==> config.mk <==
export PLATFORM = sky130hd
export DESIGN_NAME = ctrl_bus_arbiter
export DESIGN_NICKNAME = d
export VERILOG_FILES = /design/src/rtl/controller_pkg.sv /design/src/rtl/ctrl_bus_free_timer.sv /design/src/rtl/ctrl_bus_arbiter.sv
export SDC_FILE = /design/constraint.sdc
export NUM_CORES = 1
export LEC_CHECK = 0
export CAP_MARGIN = 20
export CORE_UTILIZATION = 45
export DETAILED_ROUTE_END_ITERATION = 8
export PLACE_DENSITY = 0.73
export SYNTH_ARGS = -nofsm -noshare
export SYNTH_HDL_FRONTEND = slang
export SYNTH_SLANG_ARGS = --single-unit
==> constraint.sdc <==
create_clock -name clk_i -period 2.52 [get_ports clk_i]
set_input_delay 0.504 -clock clk_i [delete_from_list [all_inputs] [get_ports clk_i]]
set_output_delay 0.504 -clock clk_i [all_outputs]
set_load 0.02 [all_outputs]
==> src/rtl/controller_pkg.sv <==
// controller_pkg: shared types and constants for the controller bus arbiter.
//   ctrl_arb_state_e : arbiter FSM state encoding
//   ArbGuardCycles   : default number of released-bus cycles after an ownership
//   pick_winner      : round-robin winner selection between the two engines
package controller_pkg;

    typedef enum logic [1:0] {
        StIdle,
        StWaitFree,
        StOwn,
        StRelease
    } ctrl_arb_state_e;

    localparam int unsigned ArbGuardCycles = 2;

    // Engine index: 0 = I2C, 1 = I3C. On a tie the engine that did not own the
    // bus last time wins; a single request simply wins.
    function automatic logic pick_winner(input logic [1:0] req, input logic last_owner);
        if (req == 2'b11) begin
            return ~last_owner;
        end
        return req[1];
    endfunction

endpackage

==> src/rtl/ctrl_bus_free_timer.sv <==
// ctrl_bus_free_timer: bus-free hold-off counter.
//   clk_i, rst_ni : clock, asynchronous active-low reset
//   start_i       : load load_val_i (arbitration starting)
//   run_i         : counting phase active
//   free_i        : bus monitor reports bus free this cycle
//   load_val_i    : hold-off length in cycles
//   expired_o     : counter has reached zero
// While running, a busy cycle reloads the counter so the hold-off always
// measures consecutive free cycles. The counter saturates at zero.
module ctrl_bus_free_timer #(
    parameter int unsigned TimerWidth = 20
) (
    input  logic                  clk_i,
    input  logic                  rst_ni,
    input  logic                  start_i,
    input  logic                  run_i,
    input  logic                  free_i,
    input  logic [TimerWidth-1:0] load_val_i,
    output logic                  expired_o
);

    logic [TimerWidth-1:0] count_d, count_q;

    always_comb begin
        count_d = count_q;
        if (start_i) begin
            count_d = load_val_i;
        end else if (run_i) begin
            if (!free_i) begin
                count_d = load_val_i;
            end else if (count_q != '0) begin
                count_d = count_q - 1'b1;
            end
        end
    end

    always_ff @(posedge clk_i or negedge rst_ni) begin
        if (!rst_ni) begin
            count_q <= '0;
        end else begin
            count_q <= count_d;
        end
    end

    assign expired_o = (count_q == '0);

endmodule

==> src/rtl/ctrl_bus_arbiter.sv <==
// ctrl_bus_arbiter: arbitrates PHY ownership between the I2C engine (index 0)
// and the I3C engine (index 1), sitting between the engines and the PHY.
//   clk_i, rst_ni                 : clock, asynchronous active-low reset
//   enable_i                      : active-controller mode enable
//   req_i[1:0], done_i[1:0]       : per-engine request / transfer complete
//   eng_scl_i, eng_sda_i,
//   eng_sel_od_pp_i [1:0]         : per-engine PHY drive
//   bus_free_i                    : bus monitor idle indication
//   t_bus_free_i                  : required consecutive free cycles before grant
//   gnt_o[1:0]                    : registered one-hot grant (or zero)
//   phy_scl_o, phy_sda_o,
//   phy_sel_od_pp_o               : muxed PHY drive, released outside ownership
//   busy_o                        : arbiter not idle
module ctrl_bus_arbiter
    import controller_pkg::*;
#(
    parameter int unsigned TimerWidth  = 20,
    parameter int unsigned GuardCycles = ArbGuardCycles
) (
    input  logic                  clk_i,
    input  logic                  rst_ni,
    input  logic                  enable_i,
    input  logic [1:0]            req_i,
    input  logic [1:0]            done_i,
    input  logic [1:0]            eng_scl_i,
    input  logic [1:0]            eng_sda_i,
    input  logic [1:0]            eng_sel_od_pp_i,
    input  logic                  bus_free_i,
    input  logic [TimerWidth-1:0] t_bus_free_i,
    output logic [1:0]            gnt_o,
    output logic                  phy_scl_o,
    output logic                  phy_sda_o,
    output logic                  phy_sel_od_pp_o,
    output logic                  busy_o
);

    localparam int unsigned GuardW = (GuardCycles > 1) ? $clog2(GuardCycles) : 1;
    localparam logic [GuardW-1:0] GuardLast =
        (GuardCycles > 0) ? GuardW'(GuardCycles - 1) : '0;

    ctrl_arb_state_e   state_q;
    logic              winner_q;
    logic              last_owner_q;
    logic [1:0]        gnt_q;
    logic [GuardW-1:0] guard_q;

    logic start;
    logic win_req;
    logic win_done;
    logic timer_start;
    logic timer_run;
    logic timer_expired;
    logic own;

    assign start       = enable_i && (req_i != 2'b00);
    assign win_req     = req_i[winner_q];
    assign win_done    = done_i[winner_q];
    assign timer_start = (state_q == StIdle) && start;
    assign timer_run   = (state_q == StWaitFree);

    ctrl_bus_free_timer #(
        .TimerWidth (TimerWidth)
    ) u_timer (
        .clk_i      (clk_i),
        .rst_ni     (rst_ni),
        .start_i    (timer_start),
        .run_i      (timer_run),
        .free_i     (bus_free_i),
        .load_val_i (t_bus_free_i),
        .expired_o  (timer_expired)
    );

    always_ff @(posedge clk_i or negedge rst_ni) begin
        if (!rst_ni) begin
            state_q      <= StIdle;
            winner_q     <= 1'b0;
            last_owner_q <= 1'b1;
            gnt_q        <= 2'b00;
            guard_q      <= '0;
        end else begin
            unique case (state_q)
                StIdle: begin
                    if (start) begin
                        winner_q <= pick_winner(req_i, last_owner_q);
                        state_q  <= StWaitFree;
                    end
                end
                StWaitFree: begin
                    // Abort takes priority over a grant on the same edge.
                    if (!enable_i || !win_req) begin
                        state_q <= StIdle;
                    end else if (bus_free_i && timer_expired) begin
                        state_q <= StOwn;
                        gnt_q   <= {winner_q, ~winner_q};
                    end
                end
                StOwn: begin
                    // enable_i is deliberately ignored: a transfer in flight completes.
                    if (win_done || !win_req) begin
                        gnt_q        <= 2'b00;
                        last_owner_q <= winner_q;
                        if (GuardCycles == 0) begin
                            state_q <= StIdle;
                        end else begin
                            state_q <= StRelease;
                            guard_q <= GuardLast;
                        end
                    end
                end
                StRelease: begin
                    if (guard_q == '0) begin
                        state_q <= StIdle;
                    end else begin
                        guard_q <= guard_q - 1'b1;
                    end
                end
                default: begin
                    state_q <= StIdle;
                    gnt_q   <= 2'b00;
                end
            endcase
        end
    end

    // Derived from registered state only, so an asynchronous reset releases the
    // PHY immediately.
    assign own             = (state_q == StOwn);
    assign phy_scl_o       = own ? eng_scl_i[winner_q]       : 1'b1;
    assign phy_sda_o       = own ? eng_sda_i[winner_q]       : 1'b1;
    assign phy_sel_od_pp_o = own ? eng_sel_od_pp_i[winner_q] : 1'b0;
    assign busy_o          = (state_q != StIdle);
    assign gnt_o           = gnt_q;

endmodule

==> summary.txt <==
DRT iter0 DRCs: 102
DRT antenna net count: 0
# placed instances: 299
cell with the most instances after synthesis: o21ai_0
Synth Flop Type: dfrtp_1
Die W: 64.0 um
CTS tree: done
CTS resizes: 0
htree depth: 1
setup tns final: 0 ns
VDD IR max: 0.428 mV
Initial Util: 46.9%
first-pass GRT wire length: 7.37 mm
fin crit period: 2.35 ns
pin count of the biggest net entering global routing: 33
Critical Path Sink Type: output port
Final Max Slew Viols: 0
nature of the critical path startpoint: flip-flop
GR Util All Layers: 23.0%
Final Cycle Share: 93.1%
final net count: 292
status: complete, no violations
layout cells sized above 1: 8.63%
GP Congestion: 0.831
Final WS setup: 0.175 ns
top post-synthesis cells by count: o21ai_0 (27), a21oi_1 (26), dfrtp_1 (26)
kind of critical path: reg -> out
Final Hold Fails: 0
critical path cell sequence: nor2b_1, nand2_1, clkdlybuf4s50_1
Critical Path Slowest Stage Cell: dfrtp_1
half-perimeter wire length after placement: 3.07 mm
CTS root buf: clkbuf_8
critical path required time: 2.02 ns
Buf+Inv Stages, Crit Path: 1
Yosys reg bits: 27
CTS Buf Count: 3
CTS Hold Bufs: 0
Core Area: 3690 um2
fillcell total: 357
1st-pass router iterations: 4
Post-Place Worst Slack: 0.187 ns
clock sinks: 27
arrival time at the worst endpoint: 1.84 ns
Hold Crit Class: reg -> reg
Final Non-Filler Cells: 303
num rows: 22
port bufs: 39
Synth top area share: 37.6%
CTS max path bufs: 2
Die ar.: 4100 um2
Crit Path Max Fanout: 12
post-synthesis async set-or-reset flop share: 100%
Via Count: 1739
Crit path max-delay family: flip-flops
Least-Margin Pin Slew: 0.578 ns
Post-synth EDFFs: 0
PwrDens: 991 nW/um2
Wirelength per Cell: 13.9 um
static leakage: 0.881 nW
Die Y: 64.0 um
Synth Area per Inst: 8.09 um2
vias in the first global route: 1622
routed wire length: 4.22 mm
initial antenna violation count: 0
top cells by area, synth: dfrtp_1 (38%), o21ai_0 (7.8%), a21oi_1 (7.5%)
DR vias/cell: 5.74
number of post-CTS setup repair buffers: 0
RSZ-0062 raised after global routing: no
clk_skew: 0.00237 ns
fmax: 426 MHz
sequential share of the synthesized area: 39.1%
Area Growth Syn to Fin: 32.6%
synth unique cells: 45
clk_lat worst skew: 0.29 ns
synth warn: 0
Final setup viols: 0
relative slew slack: 61.1%
Top Ports: 40
diode count: 0
total grt overflow: 0
max cap viols: 0
mapped cell area: 1730 um2
syn_nets: 250
CP max stage delay: 0.59 ns
Synth area leader: dfrtp_1
DR DRC count: 0
Syn Inst Count: 214
Worst-path clk slew: 0.10 ns
## per-stage QoR
| step | utilization [%] | hold slack, ns | instance area, um2 | total power (W) |
|---|---|---|---|---|
| after global routing | 62.2 | 0.573 | 2300 | 0.00249 |
| after detailed placement | 60.9 | 0.508 | 2250 | 0.00202 |
| after global placement | 60.9 | 0.501 | 2250 | 0.00199 |
| final | 62.2 | 0.528 | 2300 | 0.00228 |
| after CTS | 62.2 | 0.532 | 2300 | 0.00229 |
| after floorplan | - | 0.208 | 1730 | 0.00161 |
## worst min-delay path, cell delays in order (launching register included)
cell	delay (ns)
dfrtp_1	0.39
nand2_1	0.05
mux2i_1	0.05
## placed cells by master, fill, tap and decap left out, types with 4 or more instances in the layout
cell type / instances
a31oi_1: 4
buf_4: 8
o22ai_1: 4
inv_1: 6
clkdlybuf4s50_1: 39
nor2_1: 14
dfrtp_1: 26
nand4_1: 4
mux2i_1: 6
nor3_1: 7
o21ai_0: 27
nand3_1: 6
nand2_1: 23
nor4_1: 6
a21oi_1: 26
## kinds of logic (layout without fill, tap and decap cells)
kind of cell | after synthesis | count (layout) | synth area share (%)
adders and majority gates | 2 | 2 | 1.44
muxes | 7 | 7 | 4.12
and+or+nand+nor | 79 | 79 | 23.6
DFF | 27 | 27 | 39.1
buffers and inverters | 18 | 59 | 4.12
AOI/OAI and AO/OA | 81 | 81 | 27.6
## final cells by class
cell class              count  area (um2)  area share [%]
clock buffers               3        41.3            1.80
clock inverters             1        7.51           0.327
flip-flops and latches     27         677            29.5
inverters                   6        22.5           0.981
well taps                  48        60.1            2.62
repair buffers             49         490            21.4
multi-input cells         169         997            43.4
## final timing paths
path                       slack, ns                      startpoint                              end  cells after the start
setup / recovery                0.17                       flip-flop                        phy_scl_o                      3
hold / removal                  0.53            gnt_o[1]$_DFFE_PN0P_             gnt_o[1]$_DFFE_PN0P_                      2
setup reg to reg                0.24  u_timer.count_q[0]$_DFFE_PN0P_  u_timer.count_q[10]$_DFFE_PN0P_                      7
hold reg to reg                 0.53            gnt_o[1]$_DFFE_PN0P_             gnt_o[1]$_DFFE_PN0P_                      2
max in group asynchronous       1.63                          rst_ni         last_owner_q$_DFFE_PN1P_                      2
min in group asynchronous       0.59                          rst_ni             winner_q$_DFFE_PN0P_                      2
## report_power, final
group          internal (W)  switching, W  total (W)
logic              0.000514      0.000565    0.00108
registers          0.000648      0.000281   0.000929
clock network      0.000113      0.000154   0.000267
## sequential cells by signal, indices dropped and copies added (netlist names), named ones only
| name | cells |
|---|---|
| u_timer.count_q | 20 |
| gnt_o | 2 |
| guard_q | 1 |
| last_owner_q | 1 |
| state_q | 1 |
| winner_q | 1 |
## per-layer routing
layer | wire length [um] | part of all wire (%) | up-vias | global-route usage, %
met5 | 0 | 0 | - | 0
met4 | 61 | 1.4 | 0 | 7.67
met3 | 173 | 4.1 | 5 | 2.68
met2 | 1910 | 45 | 37 | 35.0
met1 | 2080 | 49 | 814 | 33.7
li1 | - | - | 883 | -
Note: power is estimated with default switching activity, not from simulation.
